<file path="src/rtl/pet_status_fsm.sv">
// Derives the pet's overall condition (mood, alert, age, death) from the six 4-bit need levels.
// Worst-need stage is registered; the mood FSM runs from those registered values.
module pet_status_fsm #(
  parameter int unsigned TICK_DIV   = 27_000_000,
  parameter int unsigned NEED_TH    = 10,
  parameter int unsigned CRIT_TH    = 15,
  parameter int unsigned SLEEP_TH   = 12,
  parameter int unsigned WAKE_TH    = 8,
  parameter int unsigned SICK_LIMIT = 8
) (
  input  logic       clk,
  input  logic       reset,
  input  logic [3:0] hunger,
  input  logic [3:0] happiness,
  input  logic [3:0] health,
  input  logic [3:0] hygiene,
  input  logic [3:0] energy,
  input  logic [3:0] social,
  input  logic       ack,
  output logic [2:0] mood,
  output logic       alert,
  output logic [2:0] worst_stat,
  output logic [3:0] worst_level,
  output logic [7:0] age,
  output logic       dead
);

  localparam int unsigned PrescW = $clog2(TICK_DIV);
  localparam logic [PrescW-1:0] PrescMax = PrescW'(TICK_DIV - 1);
  localparam logic [3:0] NeedTh   = 4'(NEED_TH);
  localparam logic [3:0] CritTh   = 4'(CRIT_TH);
  localparam logic [3:0] SleepTh  = 4'(SLEEP_TH);
  localparam logic [3:0] WakeTh   = 4'(WAKE_TH);
  localparam logic [3:0] SickLim  = 4'(SICK_LIMIT);

  typedef enum logic [2:0] {
    StHappy    = 3'd0,
    StNeedy    = 3'd1,
    StSleeping = 3'd2,
    StSick     = 3'd3,
    StDead     = 3'd4
  } mood_e;

  // Prescaler
  logic [PrescW-1:0] presc_q;
  logic              tick;

  assign tick = (presc_q == PrescMax);

  always_ff @(posedge clk or posedge reset) begin
    if (reset) begin
      presc_q <= '0;
    end else if (tick) begin
      presc_q <= '0;
    end else begin
      presc_q <= presc_q + 1'b1;
    end
  end

  // Worst-need stage
  logic [5:0][3:0] need;
  logic [3:0]      wl_d, wl_q;
  logic [2:0]      ws_d, ws_q;
  logic            crit_other_d, crit_other_q;
  logic [3:0]      energy_q;

  assign need = {social, energy, hygiene, health, happiness, hunger};

  always_comb begin
    wl_d         = need[0];
    ws_d         = 3'd0;
    crit_other_d = 1'b0;
    // Strict compare keeps the lowest index on ties.
    for (int i = 1; i < 6; i++) begin
      if (need[i] > wl_d) begin
        wl_d = need[i];
        ws_d = 3'(i);
      end
    end
    for (int i = 0; i < 6; i++) begin
      if (i != 4 && need[i] >= CritTh) crit_other_d = 1'b1;
    end
  end

  always_ff @(posedge clk or posedge reset) begin
    if (reset) begin
      wl_q         <= '0;
      ws_q         <= '0;
      crit_other_q <= 1'b0;
      energy_q     <= '0;
    end else begin
      wl_q         <= wl_d;
      ws_q         <= ws_d;
      crit_other_q <= crit_other_d;
      energy_q     <= energy;
    end
  end

  // Mood FSM
  mood_e      state_d, state_q;
  logic [3:0] crit_d, crit_q;
  logic       alert_d, alert_q;
  logic [7:0] age_d, age_q;
  logic       dead_q;

  always_comb begin
    state_d = state_q;
    crit_d  = crit_q;
    alert_d = alert_q;
    age_d   = age_q;

    case (state_q)
      StHappy: begin
        if (wl_q >= CritTh)         state_d = StSick;
        else if (energy_q >= SleepTh) state_d = StSleeping;
        else if (wl_q >= NeedTh)    state_d = StNeedy;
      end
      StNeedy: begin
        if (wl_q >= CritTh)         state_d = StSick;
        else if (energy_q >= SleepTh) state_d = StSleeping;
        else if (wl_q < NeedTh)     state_d = StHappy;
      end
      StSleeping: begin
        if (crit_other_q)           state_d = StSick;
        else if (energy_q < WakeTh) state_d = StHappy;
      end
      StSick: begin
        if (wl_q < CritTh) begin
          state_d = StNeedy;
          crit_d  = '0;
        end else if (tick) begin
          crit_d = crit_q + 4'd1;
          if (crit_d == SickLim) state_d = StDead;
        end
      end
      StDead:  state_d = StDead;
      default: state_d = StHappy;
    endcase

    if (state_d == StSick && state_q != StSick) crit_d = '0;

    // Entry beats a coincident ack; DEAD pins alert high.
    if (state_d == StDead) begin
      alert_d = 1'b1;
    end else if (state_d != state_q && (state_d == StNeedy || state_d == StSick)) begin
      alert_d = 1'b1;
    end else if (state_d != state_q && (state_d == StHappy || state_d == StSleeping)) begin
      alert_d = 1'b0;
    end else if (ack) begin
      alert_d = 1'b0;
    end

    if (tick && state_q != StDead && age_q != 8'hFF) age_d = age_q + 8'd1;
  end

  always_ff @(posedge clk or posedge reset) begin
    if (reset) begin
      state_q <= StHappy;
      crit_q  <= '0;
      alert_q <= 1'b0;
      age_q   <= '0;
      dead_q  <= 1'b0;
    end else begin
      state_q <= state_d;
      crit_q  <= crit_d;
      alert_q <= alert_d;
      age_q   <= age_d;
      dead_q  <= (state_d == StDead);
    end
  end

  assign mood        = state_q;
  assign alert       = alert_q;
  assign worst_stat  = ws_q;
  assign worst_level = wl_q;
  assign age         = age_q;
  assign dead        = dead_q;

endmodule
</file>
<file path="config.mk">
export PLATFORM = sky130hd
export DESIGN_NAME = pet_status_fsm
export DESIGN_NICKNAME = d
export VERILOG_FILES = /design/src/rtl/pet_status_fsm.sv
export SDC_FILE = /design/constraint.sdc
export NUM_CORES = 1
export LEC_CHECK = 0
export ABC_AREA = 1
export BUFFER_PORTS_ARGS = -buffer_cell sky130_fd_sc_hd__buf_2
export CAP_MARGIN = 40
export CORE_ASPECT_RATIO = 0.6
export CORE_UTILIZATION = 41
export CTS_CLUSTER_DIAMETER = 60
export DETAILED_ROUTE_END_ITERATION = 10
export PLACE_DENSITY = 0.59
export SYNTH_ARGS = -nofsm -noshare
export SYNTH_HDL_FRONTEND = slang
export SYNTH_SLANG_ARGS = --single-unit
</file>
<file path="constraint.sdc">
create_clock -name clk -period 3.8 [get_ports clk]
set_input_delay 0.19 -clock clk [delete_from_list [all_inputs] [get_ports clk]]
set_output_delay 0.19 -clock clk [all_outputs]
set_load 0.005 [all_outputs]
</file>
==> flow_summary.yaml, run 1 <==
setup_path:
  cp-start-kind: "primary input"
  cp_slowest_cell: "ha_4"
  crit_start: "hunger[3]"
  cp.required_ns: 3.99
  cpPeakStageDelay_ns: 0.26
  r2r-start: "presc_q[13]$_DFF_PP0_"
  arrival_ns: 4.88
  crit_type: "in -> reg"
  path_buf_inv: 16
  cp_top_family: "simple AND/OR/NAND/NOR gates"
  critPathMaxFanout: 7
  cp-end-kind: "register"
pwr:
  peakVddDrop_uv: 343
  power_frac_seq_pct: 27.0
  intPower_mw: 1.50
  clock_power_share_pct: 18.7
  leakagePower_nw: 2.41
  power_density_nw_per_um2: 511
  p_sw_share_pct: 38.5
  pwr-share-comb_pct: 54.2
  switchingPower_mw: 0.940
  power_mw: 2.44
clocking:
  cts_sinks: 52
  cts_buffer_depth: 2
  clock_latency_ns: 0.29
  cts_buffers: 5
  tritoncts: "yes"
  h-tree-depth: 2
  clkSlewWorstSetupHoldPaths_ns: 0.07
  root_buffer: "clkbuf_16"
placed_design:
  dp_cells: 636
  dp_hpwl_mm: 6.83
  gp_congestion: 0.919
  port_buffers: 46
final_layout:
  final_cells: 667
  multiInputGateArea_um2: 2040
  nFillCells: 722
  final_nets: 605
  num_antenna_cells: 0
  final_core_util_pct: 60.3
  drive_gt1_share_pct: 36.9
  synthToLayoutAreaGrowth_pct: 41.5
  seqCellArea_um2: 1300
sta:
  rsz0062_at_grt: "yes"
  clock_skew_ns: 0.00632
  final-hold-violation-count: 0
  worst_pin_slew_ns: 0.783
  post-route-period-util_pct: 123
  maxSlewHeadroom_pct: 47.0
  setup_viol: 7
  whs_ns: 0.0582
  period_needed_ns: 4.69
  max_clock_freq_mhz: 213
  setup_tns_ns: -5.87
  worst_slack_ns: -0.890
  drv_slew: 0
grt:
  grt_max_degree: 38
  grt_pass1_vias: 3137
  grtUsageTotal_pct: 22.5
  grt.overflow.total: 0
  antenna_found_initial: 0
  grt_pass1_wl_mm: 15.1
synthesis:
  netlist_area_um2: 3380
  syn_area_per_cell_um2: 7.71
  yosys_warnings: 0
  synth_cell_types: 40
  yosys.area.top_type_share_pct: 38.5
  async_flop_share_pct: 100
  synth-seq-cells: 52
  synth-seq-area-share_pct: 38.5
  yosysTopAreaCell: "dfrtp_1"
  syn_inst: 438
  syn_nets: 485
  synth_edf_count: 0
  ys_top_cells_by_area: "dfrtp_1, inv_1, nand2_1"
  synth_top_flop_cell: "dfrtp_1"
drt:
  drc: 0
  routed_wl_mm: 9.23
  first_iter_violations: 332
  ant_nets: 0
  routedWlPerCell_um: 13.8
  firstDrtPassIters: 4
  viasPerCell: 4.96
  dr_total_vias: 3307
floorplanning:
  std_cell_rows: 25
  die_width_um: 119
  start_util_pct: 42.7
  dieArea_um2: 8610
  die_y_um: 72.3
  ioPinCount: 47
  core_um2: 7910
run_status:
  outcome: "finished with violations"
  violations: "setup timing"
flow_run:
  maxCapViolCount: 0
hold_path:
  holdCritStartpoint: "energy[2]"
  hp-class: "in -> reg"
cells in the final DEF (no fill, tap or decap), types with 4 or more instances in the layout:
| cell | instances |
|---|---|
| nand3_2 | 7 |
| nand3_1 | 26 |
| o21ai_1 | 4 |
| nor2_1 | 35 |
| o21ai_0 | 14 |
| inv_2 | 12 |
| inv_1 | 73 |
| buf_4 | 66 |
| ha_1 | 9 |
| a21oi_1 | 12 |
| clkbuf_16 | 5 |
| nand2_4 | 11 |
| nand2_2 | 25 |
| a21oi_2 | 4 |
| buf_6 | 5 |
| nor3_1 | 16 |
| buf_2 | 40 |
| nand2_1 | 55 |
| xor2_1 | 9 |
| ha_4 | 10 |
| dfrtp_1 | 52 |
| nand4_1 | 16 |
metal layers:
layer  track usage (%)  vias to the layer above  share of wire [%]
li1                  -                     1670                  -
met1              34.2                     1563                 53
met2              32.2                       68                 41
met3              5.19                        6                5.0
met4              4.64                        0               0.61
met5                 0                        -                  0
cell families (layout without fill, tap and decap cells):
group	Yosys count	after routing	synth area share (%)
muxes	1	1	0.334
adders and majority gates	20	20	7.41
DFF	52	52	38.5
xor gates and xnor gates	12	12	3.11
and+or+nand+nor	208	208	30.7
AOI/OAI and AO/OA	55	55	9.86
buffers and inverters	90	211	10.0
power by group through the flow:
stage | sequential, mW | combinational [mW] | clock [mW]
floorplan | 0.668 | 0.597 | 0
global placement | 0.670 | 0.963 | 0
detailed placement | 0.670 | 0.984 | 0
CTS | 0.660 | 1.11 | 0.465
global route | 0.667 | 1.46 | 0.497
finish | 0.660 | 1.32 | 0.457
synthesized netlist by cell type, types with 2 or more instances:
cell,number
nand3b_1,2
xor2_1,9
xnor2_1,3
nand2_4,7
nand3_2,2
a21oi_1,16
nand2_1,70
inv_2,5
o21ai_0,19
ha_1,20
and2_1,2
nand3_1,33
nor2_1,38
o21a_1,3
inv_1,84
nand4_1,16
dfrtp_1,52
o211ai_1,3
nor3_1,16
nand2_2,15
a31oi_1,2
o21bai_1,2
nor4_1,2
path summary, 6_finish.rpt:
path,to,slack (ns),cells past startpoint
max,worst_level[3]$_DFF_PP0_,-0.89,45
min,energy_q[2]$_DFF_PP0_,0.06,1
max reg2reg,alert$_DFFE_PP0P_,1.01,13
min reg2reg,presc_q[0]$_DFF_PP0_,0.46,1
max in group asynchronous,mood[2]$_DFF_PP0_,2.84,4
min in group asynchronous,presc_q[19]$_DFF_PP0_,0.45,3
sequential cells by signal, indices dropped and copies added, names as in the netlist:
name and count:
age 8, dead 1, energy_q 2, crit_other_q 1, crit_q 4, worst_level 4, mood 3, alert 1
presc_q 25, worst_stat 3
repair_timing:
item,in CTS,in global routing
endpoints found under the hold margin,15,0
endpoints found under the setup margin,7,7
hold buffers,1,0
pin swaps,31,33
gates resized for setup,26,37
setup buffers,19,4
metrics by stage:
step           instance area [um^2]  setup slack (ns)
5_1_grt                        4780             -1.18
6_report                       4780            -0.890
3_5_place_dp                   4170             -1.36
3_3_place_gp                   4150             -1.18
4_1_cts                        4570            -0.759
2_1_floorplan                  3460            -0.619
layout make-up:
cell class	instances	area share, %
clock buffer	8	3.07
inverter	89	7.41
multi-input combinational	296	42.7
sequential	52	27.2
tap	108	2.83
timing repair buffer	114	16.8
No activity file was read; power rests on OpenSTA's default activity.
==> run 2: changes to the inputs <==
==> constraint.sdc (replaced) <==
create_clock -name clk -period 3.8 [get_ports clk]
set_input_delay 0.38 -clock clk [delete_from_list [all_inputs] [get_ports clk]]
set_output_delay 0.38 -clock clk [all_outputs]
set_load 0.005 [all_outputs]
==> run 2 against run 1 <==
Compared with the run above: the run still ends with setup timing left; first-iteration DRC count is 15% lower; count of clock-buffer cells in the layout is 2 lower; worst setup slack worse by 0.18 ns; worst hold slack better by 0.089 ns; die area stayed put; via count is 2.6% lower; clock power is 4.8% lower; sequential share of layout area is 0.14 points higher; sequential cell count stayed put; utilization is 0.30 points lower; clock skew is 0.00066 ns lower.
==> flow_summary.yaml, run 2 (same netlist as run 1, synthesis figures left out) <==
run_status:
  violations: "setup timing"
  outcome: "finished with violations"
sta:
  post-route-period-util_pct: 128
  worst_pin_slew_ns: 0.706
  final-hold-violation-count: 0
  drv_slew: 0
  worst_slack_ns: -1.07
  period_needed_ns: 4.87
  clock_skew_ns: 0.00566
  maxSlewHeadroom_pct: 52.2
  max_clock_freq_mhz: 205
  rsz0062_at_grt: "yes"
  setup_viol: 7
placed_design:
  dp_cells: 636
  port_buffers: 46
  dp_hpwl_mm: 6.87
  pre_cts_slack_ns: -1.53
  gp_congestion: 0.899
setup_path:
  cp-end-kind: "register"
  cp.required_ns: 3.98
  cp-start-kind: "primary input"
  critPathMaxFanout: 7
  cp_slowest_cell: "ha_4"
  r2r_cells: 13
  worst_path_most_repeated_cell: "nand2_2"
  arrival_ns: 5.05
  cpPeakStageDelay_ns: 0.28
  crit_type: "in -> reg"
final_layout:
  layout_commonest_cell: "inv_1"
  synthToLayoutAreaGrowth_pct: 40.8
  num_antenna_cells: 0
  final_core_util_pct: 60.0
  regMostFlops: "presc_q"
  final_cells: 662
  final_nets: 601
  layout_common_cells: "inv_1, buf_4, nand2_1"
  nFillCells: 703
  largest_reg_flops: 25
  drive_gt1_share_pct: 37.7
clocking:
  root_buffer: "clkbuf_16"
  h-tree-depth: 2
  tritoncts: "yes"
  cts_buffer_depth: 2
  clock_latency_ns: 0.29
  clkSlewWorstSetupHoldPaths_ns: 0.07
  cts_sinks: 52
  cts_buffers: 5
grt:
  grt_max_degree: 29
  grt.overflow.total: 0
  grtUsageTotal_pct: 21.9
  grt_pass1_wl_mm: 14.6
  antenna_found_initial: 0
  grt_pass1_vias: 2969
flow_run:
  maxCapViolCount: 0
hold_path:
  hp-class: "in -> async"
pwr:
  peakVddDrop_uv: 308
  power_density_nw_per_um2: 521
  leakagePower_nw: 2.40
  power_mw: 2.47
drt:
  drc: 0
  first_iter_violations: 282
  viasPerCell: 4.86
  ant_nets: 0
  firstDrtPassIters: 4
  routedWlPerCell_um: 13.8
  dr_total_vias: 3220
  routed_wl_mm: 9.14
floorplanning:
  core_um2: 7910
  dieArea_um2: 8610
  std_cell_rows: 25
  die_y_um: 72.3
  start_util_pct: 42.7
  ioPinCount: 47
  die_width_um: 119
run 2: changes by cell type in the layout (fill, tap and decap cells not counted), moves of 2 or more:
cell,before,now
a21oi_2,4,6
inv_1,73,71
nor2_4,1,3
buf_4,66,62
nor2_2,3,1
o21ai_2,2,4
inv_2,12,15
o21ai_1,4,2
run 2: final cells by class:
cell class	count	area, um^2	area share (%)
sequential	52	1300	27.4
clock inverter	1	5.00	0.105
clock buffer	6	129	2.71
timing repair buffer	110	773	16.3
inverter	89	352	7.40
multi-input combinational	296	2060	43.3
tap	108	135	2.84
run 2: worst paths after layout:
check                      slack (ns)                       end                   from
setup / recovery                -1.07  worst_level[1]$_DFF_PP0_              hunger[3]
hold / removal                   0.15     presc_q[21]$_DFF_PP0_                  reset
setup reg to reg                 0.95         alert$_DFFE_PP0P_  presc_q[13]$_DFF_PP0_
hold reg to reg                  0.47      presc_q[0]$_DFF_PP0_   presc_q[0]$_DFF_PP0_
max in group asynchronous        3.10         alert$_DFFE_PP0P_                  reset
min in group clk                 0.25     energy_q[2]$_DFF_PP0_              energy[2]
run 2: timing repair:
action,in CTS,in global routing
gates cloned,0,0
gates resized for setup,35,35
endpoints found under the setup margin,7,7
pin swaps,35,36
setup buffers,13,7
hold buffers,0,0
run 2: metrics by stage:
step | cell area (um^2) | hold WS, ns | TNS, ns
after floorplan | 3460 | 0.411 | -5.45
after global placement | 4150 | 0.454 | -9.42
after detailed placement | 4170 | 0.464 | -10.43
after CTS | 4530 | 0.167 | -6.24
after global routing | 4750 | 0.192 | -9.14
final | 4750 | 0.147 | -7.28
run 2: critical path, delay by kind of cell:
family | cells | cell delay [ns]
fa+ha+maj | 5 | 1.22
compound gates | 6 | 0.83
simple gates | 23 | 1.97
buf+inv | 10 | 0.65
run 2: layer usage:
metal,up-vias,share of wire [%],global-route usage (%)
li1,1666,-,-
met1,1488,56,35.7
met2,58,39,29.3
met3,8,4.3,4.01
met4,0,0.59,4.36
met5,-,0,0
run 2: report_power, final:
group	internal (mW)	switching [mW]
Clock	0.240	0.195
Sequential	0.619	0.0411
Combinational	0.653	0.726
